File: config.mk
export PLATFORM = sky130hd
export DESIGN_NAME = fb_mem_arbiter
export DESIGN_NICKNAME = d
export VERILOG_FILES = /design/src/rtl/fb_mem_arbiter.sv
export SDC_FILE = /design/constraint.sdc
export NUM_CORES = 1
export LEC_CHECK = 0
export BUFFER_PORTS_ARGS = -buffer_cell sky130_fd_sc_hd__buf_2
export CORE_AREA = 2 2 134 136
export CTS_BUF_LIST = sky130_fd_sc_hd__clkbuf_2 sky130_fd_sc_hd__clkbuf_4 sky130_fd_sc_hd__clkbuf_8
export DETAILED_ROUTE_END_ITERATION = 16
export DIE_AREA = 0 0 136 138
export GPL_TIMING_DRIVEN = 1
export SLEW_MARGIN = 20
export SYNTH_ARGS = -nofsm -noshare
export SYNTH_HDL_FRONTEND = slang
export SYNTH_SLANG_ARGS = --single-unit
export TNS_END_PERCENT = 10
File: constraint.sdc
create_clock -name clk -period 4.6 [get_ports clk]
set_input_delay 0.92 -clock clk [delete_from_list [all_inputs] [get_ports clk]]
set_output_delay 0.92 -clock clk [all_outputs]
set_load 0.01 [all_outputs]
File: src/rtl/fb_mem_arbiter.sv
// Round-robin arbiter sharing the frame-buffer memory port between drawing
// engines. The owner's request is forwarded combinationally to memory. Each
// grant is limited to MAX_BURST beats. A tag FIFO remembers which requester
// issued each outstanding read, so returned words can be strobed back to the
// requester that asked for them.
module fb_mem_arbiter #(
    parameter int NUM_REQ   = 4,
    parameter int MAX_BURST = 64,
    parameter int TAG_DEPTH = 4
) (
    input  logic                    clk,
    input  logic                    rst,
    input  logic [NUM_REQ-1:0]      req_rts,
    output logic [NUM_REQ-1:0]      req_rtr,
    input  logic [NUM_REQ*4-1:0]    req_wben,
    input  logic [NUM_REQ*16-1:0]   req_addr,
    input  logic [NUM_REQ*32-1:0]   req_data,
    input  logic [NUM_REQ-1:0]      req_op,
    output logic [31:0]             bcast_data,
    output logic [NUM_REQ-1:0]      bcast_xfc,
    output logic                    mem_rts,
    input  logic                    mem_rtr,
    output logic [3:0]              mem_wben,
    output logic [15:0]             mem_addr,
    output logic [31:0]             mem_data,
    output logic                    mem_op,
    input  logic                    mem_rd_valid,
    input  logic [31:0]             mem_rd_data,
    output logic                    rd_underflow
);

    localparam int IDX_W  = (NUM_REQ > 1) ? $clog2(NUM_REQ) : 1;
    localparam int PTR_W  = (TAG_DEPTH > 1) ? $clog2(TAG_DEPTH) : 1;
    localparam int CNT_W  = $clog2(TAG_DEPTH + 1);
    localparam int BEAT_W = $clog2(MAX_BURST + 1);

    localparam logic [0:0] ST_IDLE  = 1'b0;
    localparam logic [0:0] ST_GRANT = 1'b1;

    // Arbiter state
    logic [0:0]        state_reg, state_next;
    logic [IDX_W-1:0]  owner_reg, owner_next;
    logic [IDX_W-1:0]  last_owner_reg, last_owner_next;
    logic [BEAT_W-1:0] beat_cnt_reg, beat_cnt_next;

    // Tag FIFO state
    logic [IDX_W-1:0]  tag_mem [TAG_DEPTH];
    logic [PTR_W-1:0]  wr_ptr_reg, wr_ptr_next;
    logic [PTR_W-1:0]  rd_ptr_reg, rd_ptr_next;
    logic [CNT_W-1:0]  count_reg, count_next;

    // Per-requester field views, unpacked so the owner can index them
    logic [3:0]        wben_arr [NUM_REQ];
    logic [15:0]       addr_arr [NUM_REQ];
    logic [31:0]       data_arr [NUM_REQ];

    logic              grant;
    logic              owner_rts;
    logic              owner_op;
    logic              blocked;
    logic              xfc;
    logic              tag_full;
    logic              tag_empty;
    logic              push;
    logic              pop;
    logic [IDX_W-1:0]  head_tag;
    logic [NUM_REQ-1:0] head_onehot;
    logic              pick_valid;
    logic [IDX_W-1:0]  pick_idx;
    logic [IDX_W-1:0]  cand;

    function automatic logic [PTR_W-1:0] ptr_inc(input logic [PTR_W-1:0] p);
        return (p == PTR_W'(TAG_DEPTH - 1)) ? '0 : p + 1'b1;
    endfunction

    genvar gi;
    generate
        for (gi = 0; gi < NUM_REQ; gi++) begin : g_req
            assign wben_arr[gi]    = req_wben[4*gi +: 4];
            assign addr_arr[gi]    = req_addr[16*gi +: 16];
            assign data_arr[gi]    = req_data[32*gi +: 32];
            assign req_rtr[gi]     = grant && (owner_reg == IDX_W'(gi)) && mem_rtr && !blocked;
            assign head_onehot[gi] = (head_tag == IDX_W'(gi));
        end
    endgenerate

    assign grant     = (state_reg == ST_GRANT);
    assign owner_rts = req_rts[owner_reg];
    assign owner_op  = req_op[owner_reg];
    assign tag_full  = (count_reg == CNT_W'(TAG_DEPTH));
    assign tag_empty = (count_reg == '0);
    // A read is held off while the FIFO is full, even if a pop happens now
    assign blocked   = grant && owner_op && tag_full;
    assign mem_rts   = grant && owner_rts && !blocked;
    assign xfc       = mem_rts && mem_rtr;
    assign push      = xfc && mem_op;
    assign pop       = mem_rd_valid && !tag_empty;
    assign head_tag  = tag_mem[rd_ptr_reg];

    // Forward the owner's fields to memory; all zero when nobody owns the port
    always_comb begin
        mem_wben = '0;
        mem_addr = '0;
        mem_data = '0;
        mem_op   = 1'b0;
        if (grant) begin
            mem_wben = wben_arr[owner_reg];
            mem_addr = addr_arr[owner_reg];
            mem_data = data_arr[owner_reg];
            mem_op   = owner_op;
        end
    end

    // Round-robin pick: first rts at or after last_owner+1; lowest offset wins
    always_comb begin
        pick_valid = 1'b0;
        pick_idx   = '0;
        cand       = '0;
        for (int k = NUM_REQ; k >= 1; k--) begin
            cand = IDX_W'((int'(last_owner_reg) + k) % NUM_REQ);
            if (req_rts[cand]) begin
                pick_valid = 1'b1;
                pick_idx   = cand;
            end
        end
    end

    // Grant FSM and burst length tracking
    always_comb begin
        state_next      = state_reg;
        owner_next      = owner_reg;
        last_owner_next = last_owner_reg;
        beat_cnt_next   = beat_cnt_reg;
        case (state_reg)
            ST_IDLE: begin
                if (pick_valid) begin
                    state_next      = ST_GRANT;
                    owner_next      = pick_idx;
                    last_owner_next = pick_idx;
                    beat_cnt_next   = '0;
                end
            end
            default: begin
                if (xfc) begin
                    beat_cnt_next = beat_cnt_reg + 1'b1;
                end
                if (!owner_rts || (xfc && beat_cnt_reg == BEAT_W'(MAX_BURST - 1))) begin
                    state_next = ST_IDLE;
                end
            end
        endcase
    end

    // Tag FIFO pointer and occupancy update
    always_comb begin
        wr_ptr_next = push ? ptr_inc(wr_ptr_reg) : wr_ptr_reg;
        rd_ptr_next = pop  ? ptr_inc(rd_ptr_reg) : rd_ptr_reg;
        count_next  = count_reg;
        case ({push, pop})
            2'b10:   count_next = count_reg + 1'b1;
            2'b01:   count_next = count_reg - 1'b1;
            default: count_next = count_reg;
        endcase
    end

    // Tag storage; contents are don't-care until written, so no reset
    always_ff @(posedge clk) begin
        if (push) begin
            tag_mem[wr_ptr_reg] <= owner_reg;
        end
    end

    // State registers, FIFO control and registered read-return outputs
    always_ff @(posedge clk or posedge rst) begin
        if (rst) begin
            state_reg      <= ST_IDLE;
            owner_reg      <= '0;
            last_owner_reg <= IDX_W'(NUM_REQ - 1);
            beat_cnt_reg   <= '0;
            wr_ptr_reg     <= '0;
            rd_ptr_reg     <= '0;
            count_reg      <= '0;
            bcast_data     <= '0;
            bcast_xfc      <= '0;
            rd_underflow   <= 1'b0;
        end else begin
            state_reg      <= state_next;
            owner_reg      <= owner_next;
            last_owner_reg <= last_owner_next;
            beat_cnt_reg   <= beat_cnt_next;
            wr_ptr_reg     <= wr_ptr_next;
            rd_ptr_reg     <= rd_ptr_next;
            count_reg      <= count_next;
            if (mem_rd_valid) begin
                bcast_data <= mem_rd_data;
            end
            bcast_xfc <= pop ? head_onehot : '0;
            if (mem_rd_valid && tag_empty) begin
                rd_underflow <= 1'b1;
            end
        end
    end

endmodule

Yosys cells after proc, flatten, opt, wreduce, memory -nomap -nowiden
Memories as Yosys holds them, arrays and structs flattened.
Index checks and enable logic that the tools add are counted.
{ "word_totals": {"regBits": 56, "ramBits": 8, "input_bits": 252, "output_inout_bits": 95, "elab_cells": 118, "memories": 1} }
{ "op_classes": {"addsub": 9, "order_cmp": 6, "eq_ne": 13, "mux": 45, "bitwise": 2, "n_reduce_logical": 32} }
{ "memory_table": {"columns": ["memory", "depth", "width", "rd", "rd_clocked_by_memory_dff", "write_ports", "line", "rtl"], "rows": [
  ["tag_mem", 4, 2, 1, 0, 1, "47", "logic [IDX_W-1:0] tag_mem [TAG_DEPTH];"]
]} }
{ "ops": {"columns": ["operator", "n"], "rows": [
  ["two-way mux 32 bit", 3],
  ["binary-select mux 32 bit (select 2 bit)", 1],
  ["two-way mux 16 bit", 3],
  ["binary-select mux 16 bit (select 2 bit)", 1],
  ["logical AND 1 bit", 21],
  ["two-way mux 7 bit", 3],
  ["two-way mux 1 bit", 16],
  ["two-way mux 4 bit", 4],
  ["less-than comparator 2 x 3 -> 1 bit, second input constant", 5],
  ["equality test 2 bit, second input constant", 7],
  ["binary-select mux 1 bit (select 2 bit)", 6],
  ["two-way mux 2 bit", 6],
  ["adder 2 x 1 -> 2 bit, second input constant", 4],
  ["binary-select mux 4 bit (select 2 bit)", 1],
  ["adder 7 x 1 -> 7 bit, second input constant", 1],
  ["equality test 7 x 6 -> 1 bit, second input constant", 1],
  ["equality test 2 x 1 -> 1 bit, second input constant", 3],
  ["case mux 3 bit (2 select lines)", 1],
  ["adder 2 bit, second input constant", 2],
  ["logical NOT 2 bit", 2],
  ["AND reduction 2 bit", 2],
  ["nonzero test 2 bit", 2],
  ["adder 3 x 1 -> 3 bit, second input constant", 1],
  ["equality test 3 bit, second input constant", 1],
  ["8 further kinds", 10]
]} }

Logic depth before layout (Yosys ltp)
Gate-level depths: netlist of run 1.
{ "depth": {"word_depth": 11, "depth_mapped": 12, "depth_no_buf": 10} }

Least setup slack after synthesis of run 1
Ideal clock, no wire load.
{ "synth_timing": {"path_type": "in2out", "start": "input req_op[3]", "end": "output req_rtr[3]", "arrival_ps": 2190, "required_time_ps": 3680, "path_slack_ps": 1490, "cell_stages": 4, "n_path_buf": 1, "path_cell_list": "mux4_2 and3_1 buf_2 nor4bb_1"} }
{ "synth_via": {"elab_chain_len": 6} }
{ "synth_lines": {"columns": ["element", "line", "rtl"], "rows": [
  ["start: declaration", "18", "input logic [NUM_REQ-1:0] req_op,"],
  ["binary-select mux 1 bit (select 2 bit)", "89", "assign owner_op = req_op[owner_reg];"],
  ["two-way mux 1 bit (implied by the code)", "89", null],
  ["logical AND 1 bit (2 in series)", "93", "assign blocked = grant && owner_op && tag_full;"],
  ["logical NOT 1 bit", "82", "assign req_rtr[gi] = grant && (owner_reg == IDX_W'(gi)) && mem_rtr && !blocked;"],
  ["logical AND 1 bit", "82", null],
  ["end: declaration", "14", "output logic [NUM_REQ-1:0] req_rtr,"]
]} }
Every way passes these cells. The select of a mux whose other input is x is not followed.

Worst setup path after layout of run 1
{ "layout_timing": {"start": "register owner_reg[1]", "end": "output mem_data[3]"} }
{ "layout_via": {"elab_chain_len": 5} }
{ "layout_lines": {"columns": ["element", "line", "rtl"], "rows": [
  ["start: declaration", "42", "logic [IDX_W-1:0] owner_reg, owner_next;"],
  ["start signal: assignment", "188", "owner_reg <= owner_next;"],
  ["inverter 2 -> 3 bit (implied by the code)", "109", "mem_data = data_arr[owner_reg];"],
  ["binary-select mux 32 bit (select 2 bit)", "109", null],
  ["two-way mux 32 bit (implied by the code) (2 in series)", "109", null],
  ["two-way mux 32 bit", "106", "if (grant) begin"],
  ["end: declaration", "25", "output logic [31:0] mem_data,"]
]} }
Every way passes these cells. The select of a mux whose other input is x is not followed.

==> results of run 1 <==
-- cell type report --
class | instances | area [µm²]
Clock buffer | 13 | 173
Inverter | 12 | 45.0
Timing Repair Buffer | 351 | 1770
Tap cell | 229 | 287
Fill cell | 1778 | 11000
Clock inverter | 3 | 15.0
Sequential cell | 64 | 1650
Antenna cell | 4 | 10.0
Multi-Input combinational cell | 233 | 2620
-- worst max-delay path: stages (launching register included) --
cell     delay, ns
dfrtp_2       0.83
buf_4         0.50
mux4_2        0.40
and2_1        0.18
buf_2         0.14
-- cell families (layout without fill, tap and decap cells) --
group	Yosys count	after routing	share of synthesized area, %
AOI/OAI and AO/OA	16	16	2.74
xor gates and xnor gates	3	3	0.593
adders and majority gates	8	8	2.43
buffers and inverters	38	379	3.73
DFF	64	64	37.1
muxes	96	96	38.6
other	0	4	0
and+or+nand+nor	110	110	14.7
-- worst paths after layout --
check                                    startpoint                          to  slack (ns)  cells past startpoint
min                        rd_underflow$_DFFE_PP0P_    rd_underflow$_DFFE_PP0P_        0.46                      1
min reg2reg                rd_underflow$_DFFE_PP0P_    rd_underflow$_DFFE_PP0P_        0.46                      1
max                        owner_reg[1]$_DFFE_PP0P_                 mem_data[3]        1.27                      4
min in group asynchronous                       rst  bcast_data[10]$_DFFE_PP0P_        0.56                      2
max in group asynchronous                       rst  bcast_data[31]$_DFFE_PP0P_        3.22                      3
max reg2reg                owner_reg[1]$_DFFE_PP0P_    count_reg[2]$_DFFE_PP0P_        1.79                     10
-- cell usage in the layout (no fill, tap or decap), types with 3 or more instances in the layout --
cell	instances
a21o_1	4
nand3_1	8
mux2i_1	6
nor2_1	7
clkbuf_8	12
mux2_2	32
and2_1	57
and3_1	4
clkinv_2	3
buf_2	346
buf_4	5
inv_1	11
diode_2	4
nor3_1	4
nor3b_1	3
dfrtp_1	51
mux4_2	56
nand2_1	14
ha_1	7
edfxtp_1	8
-- routing by layer --
metal	up-vias	share of wire [%]	track usage (%)	routed length, µm
met3	23	11	6.82	1640
met5	-	0.53	0	80
met4	12	1.0	3.78	156
met2	190	52	28.8	7890
li1	1933	-	-	-
met1	2008	36	17.1	5420
-- power groups by stage --
| stage | registers [mW] | clock network [mW] | logic [mW] |
|---|---|---|---|
| floorplan | 0.810 | 0 | 1.32 |
| global placement | 0.941 | 0 | 1.85 |
| detailed placement | 0.948 | 0 | 1.85 |
| CTS | 0.936 | 0.462 | 1.86 |
| global route | 0.968 | 0.486 | 2.00 |
| finish | 0.928 | 0.446 | 1.82 |
==> results.ini, run 1 <==
[layout]
final_cells = 909
drive_above_1_share_pct = 69.4
nets = 931
syn_to_final_growth_pct = 48.3
final_util_pct = 37.5
fin_area_mm2 = 0.00657
largest_reg_flops = 32

[yosys]
yosys.area.top_type = dfrtp_1
yosysMostFrequentCell = and2_1
synth_edf_count = 8
syn-num-nets = 595
synth-seq-area-share_pct = 37.1
netlist_top_cells_area = dfrtp_1 (31%), mux4_2 (28%), mux2_2 (8.1%), and2_1 (8.1%), edfxtp_1 (5.4%)
avgSynthCellArea_um2 = 13.2
synth_area_mm2 = 0.00443
synth-seq-cells = 64
synthTopCellsByCount = and2_1 (57), mux4_2 (56), dfrtp_1 (54)
synth-async-reset-ratio_pct = 87.5
synth_cell_types = 44
yosys_warnings = 0
yosysTopAreaCellShare_pct = 30.5
synthCells = 335
ys.flop_type = dfrtp_1

[worst_setup_path]
cp-end-kind = output pin
startpoint_type = register
required_ns = 3.68
cp.arrival_ns = 2.41
worstSetupPathType = reg -> out
crit_path_max_fanout = 33

[detailed_routing]
drt-initial-drc-count = 80
drc = 0
detail-route-antenna-nets = 0
via_per_inst = 4.58
dr.pass1.iters = 5
post_drt_wl_per_cell_um = 16.7
vias = 4166
wl_um = 15200

[power]
ir_drop_mv = 0.192
total_power_mw = 3.19
power_density_mw_per_mm2 = 486
leakage_nw = 3.26
p_seq_share_pct = 29.0
switching_share_pct = 39.1
p_comb_share_pct = 57.0
power_frac_clock_pct = 13.9
intPower_mw = 1.94
p_sw_mw = 1.25

[place]
port_buffers = 346
place_ws_ns = 1.40
hpwlAfterDp_um = 12700
dpl_cell_area_mm2 = 0.00637
gp_congestion = 0.844
placedCellCount = 889

[clocking]
clk_latency_ns = 0.34
postCtsSetupBuffers = 0
cts.sinks = 64
cts_tree = built
clkSlewWorstSetupHoldPaths_ns = 0.07
postCtsHoldBufs = 0
ctsRootBufferMaster = clkbuf_8
cts_max_level = 3
ctsResizeCount = 0
clk_path_buf_depth = 2
cts_buffers = 9

[global_route]
grt_pass1_vias = 4460
grt-ovfl-total = 0
grt_pass1_wl_um = 23000
grt_use_total_pct = 16.0
grt_antenna_before_repair = 10
grt_max_degree = 62

[sta]
layout_setup_ws_ns = 1.27
min_period_over_period_pct = 72.3
tns_ns = 0
hold_violations = 0
slew_headroom_pct = 42.7
holdWs_ns = 0.459
finalSetupViolCount = 0
grt_setup_unrepaired = false
skew_ns = 0.00697
fmax_mhz = 301
worstMarginPinSlew_ns = 0.860
min_period_ns = 3.33
finalMaxSlewViolations = 0

[die]
start_util_pct = 25.3
die_h_um = 138
dieWidth_um = 136
core_area_mm2 = 0.0175
die-area_mm2 = 0.0188
ios = 347
rows = 49

[run]
maxCapViolations = 0

[worst_hold_path]
hold_path_class = reg -> reg

[outcome]
status = finished, final reports clean

(Power assumes the default switching activity.)
==> inputs of run 2 (changes only) <==
CORE_AREA = 2 2 135 137   (was 2 2 134 136)
DIE_AREA = 0 0 137 139   (was 0 0 136 138)
clock period = 3.4 ns   (was 4.6 ns; I/O delays follow)
==> results.ini, run 2 (synthesis results as in run 1) <==
[outcome]
status = finished, final reports clean

[power]
leakage_nw = 3.26  ; +0.15%
total_power_mw = 4.43  ; +39%
ir_drop_mv = 0.312  ; +62%
power_density_mw_per_mm2 = 674  ; +39%

[sta]
skew_ns = 0.00971  ; +0.00274 ns
hold_violations = 0  ; unchanged
fmax_mhz = 333
finalMaxSlewViolations = 0  ; unchanged
finalSetupViolCount = 0  ; unchanged
grt_setup_unrepaired = false
tns_ns = 0  ; unchanged
min_period_over_period_pct = 88.4
slew_headroom_pct = 60.9  ; +18 points
worstMarginPinSlew_ns = 0.586  ; -0.274 ns
min_period_ns = 3.00

[clocking]
cts.sinks = 64  ; unchanged
cts_buffers = 9  ; unchanged
ctsRootBufferMaster = clkbuf_8
postCtsHoldBufs = 0  ; unchanged
clk_latency_ns = 0.34  ; about the same
clkSlewWorstSetupHoldPaths_ns = 0.06  ; about the same
clk_path_buf_depth = 2  ; unchanged
postCtsSetupBuffers = 0  ; unchanged
cts_max_level = 3  ; unchanged
cts_tree = built
ctsResizeCount = 0  ; unchanged

[global_route]
grt_pass1_wl_um = 25100  ; +9.0%
grt-ovfl-total = 0  ; unchanged
grt_max_degree = 61  ; -1.6%
grt_use_total_pct = 17.7  ; +1.8 points
grt_antenna_before_repair = 2  ; -8
grt_pass1_vias = 4399  ; -1.4%

[detailed_routing]
drc = 0  ; unchanged
vias = 4210  ; +1.1%
drt-initial-drc-count = 199  ; +150%
post_drt_wl_per_cell_um = 18.9  ; +13%
via_per_inst = 4.64  ; +1.2%
wl_um = 17100  ; +13%
dr.pass1.iters = 4  ; -1
detail-route-antenna-nets = 0  ; unchanged

[die]
ios = 347  ; unchanged
core_area_mm2 = 0.0177  ; +0.70%
start_util_pct = 25.1  ; -0.18 points
die-area_mm2 = 0.0190  ; +1.5%
dieWidth_um = 137  ; +0.74%
die_h_um = 139  ; +0.72%
rows = 49  ; unchanged

[place]
hpwlAfterDp_um = 14600  ; +15%
gp_congestion = 0.908  ; +7.5%
dpl_cell_area_mm2 = 0.00640  ; +0.41%
port_buffers = 346  ; unchanged

[layout]
nets = 933  ; +0.21%
fin_area_mm2 = 0.00658  ; +0.15%
layout_common_cells = buf_2 (346), and2_1 (57), mux4_2 (56)
largest_reg_flops = 32  ; unchanged
layout_commonest_cell = buf_2
drive_above_1_share_pct = 69.3  ; -0.10 points
syn_to_final_growth_pct = 48.5

[worst_setup_path]
crit_path_max_fanout = 14  ; -58%
timing.rr.start = owner_reg[0]$_DFFE_PP0P_
slowest_stage = mux4_2
startpoint_type = register
cp_cell_sequence = mux4_2, nand3_1, nand3_1, nor3b_1, buf_2
regToRegEndpoint = count_reg[2]$_DFFE_PP0P_
reg2reg_slack_ns = 0.67  ; -1.12 ns
worstSetupPathType = reg -> out
path_buf_inv = 1  ; -1
rr_worst_depth = 10  ; unchanged
path_delay_family = multiplexers
cp_common_cell = nand3_1
cp.arrival_ns = 2.32  ; -0.09 ns
required_ns = 2.72  ; -0.96 ns
cp-end-kind = output pin
cpPeakStageDelay_ns = 0.62  ; -0.21 ns

[run]
maxCapViolations = 0  ; unchanged

[worst_hold_path]
hold_path_class = in -> async

run 2: cell types whose count changed in the layout (fill, tap and decap cells not counted), sizes merged:
cell | before | now
buf | 351 | 353
clkbuf | 13 | 12
clkinv | 3 | 2
clkinvlp | 0 | 1
diode | 4 | 2
run 2: through the flow:
step	setup slack [ns]	cells	utilization (%)	hold WS, ns
after global routing	0.253	907	37.2	0.329
after global placement	0.550	891	36.2	0.434
after floorplan	0.752	335	-	0.441
final	0.396	908	37.3	0.323
after detailed placement	0.543	891	36.2	0.448
after CTS	0.311	906	37.2	0.309
run 2: worst max path at each step:
stage / endpoint / from / cells past startpoint
global placement: count_reg[2]$_DFFE_PP0P_ / req_rts[3] / 11
detailed placement: count_reg[2]$_DFFE_PP0P_ / req_rts[3] / 11
global route: req_rtr[1] / owner_reg[0]$_DFFE_PP0P_ / 5
finish: req_rtr[1] / owner_reg[0]$_DFFE_PP0P_ / 5
CTS: req_rtr[1] / owner_reg[0]$_DFFE_PP0P_ / 5
floorplan: count_reg[2]$_DFFE_PP0P_ / req_rts[3] / 11
run 2: where the power goes:
group	switching, mW	total, mW	internal (mW)
clock	0.270	0.576	0.306
combinational	1.37	2.75	1.38
sequential	0.160	1.11	0.952
run 2: final cells by class:
cell class / instances / area [µm²]
Antenna cell: 2 / 5.00
Fill cell: 1754 / 11100
Timing Repair Buffer: 353 / 1800
Sequential cell: 64 / 1650
Inverter: 12 / 45.0
Clock buffer: 12 / 159
Tap cell: 229 / 287
Clock inverter: 3 / 17.5
Multi-Input combinational cell: 233 / 2620
run 2: worst register-to-register path, stage by stage, from the launching register on:
cell and delay, ns:
dfrtp_4 0.60, mux4_2 0.62, nor2b_4 0.18, and3_4 0.18
inv_1 0.07, ha_1 0.18, inv_1 0.06, fa_1 0.37
xor2_1 0.15, nor2_1 0.11, xor2_1 0.14
run 2: layer usage:
layer / up-vias / global-route usage (%) / wire [µm]
met5: - / 3.44 / 86
met4: 2 / 4.40 / 228
met3: 16 / 7.35 / 2020
met2: 240 / 29.7 / 8300
met1: 2019 / 20.6 / 6490
li1: 1933 / - / -
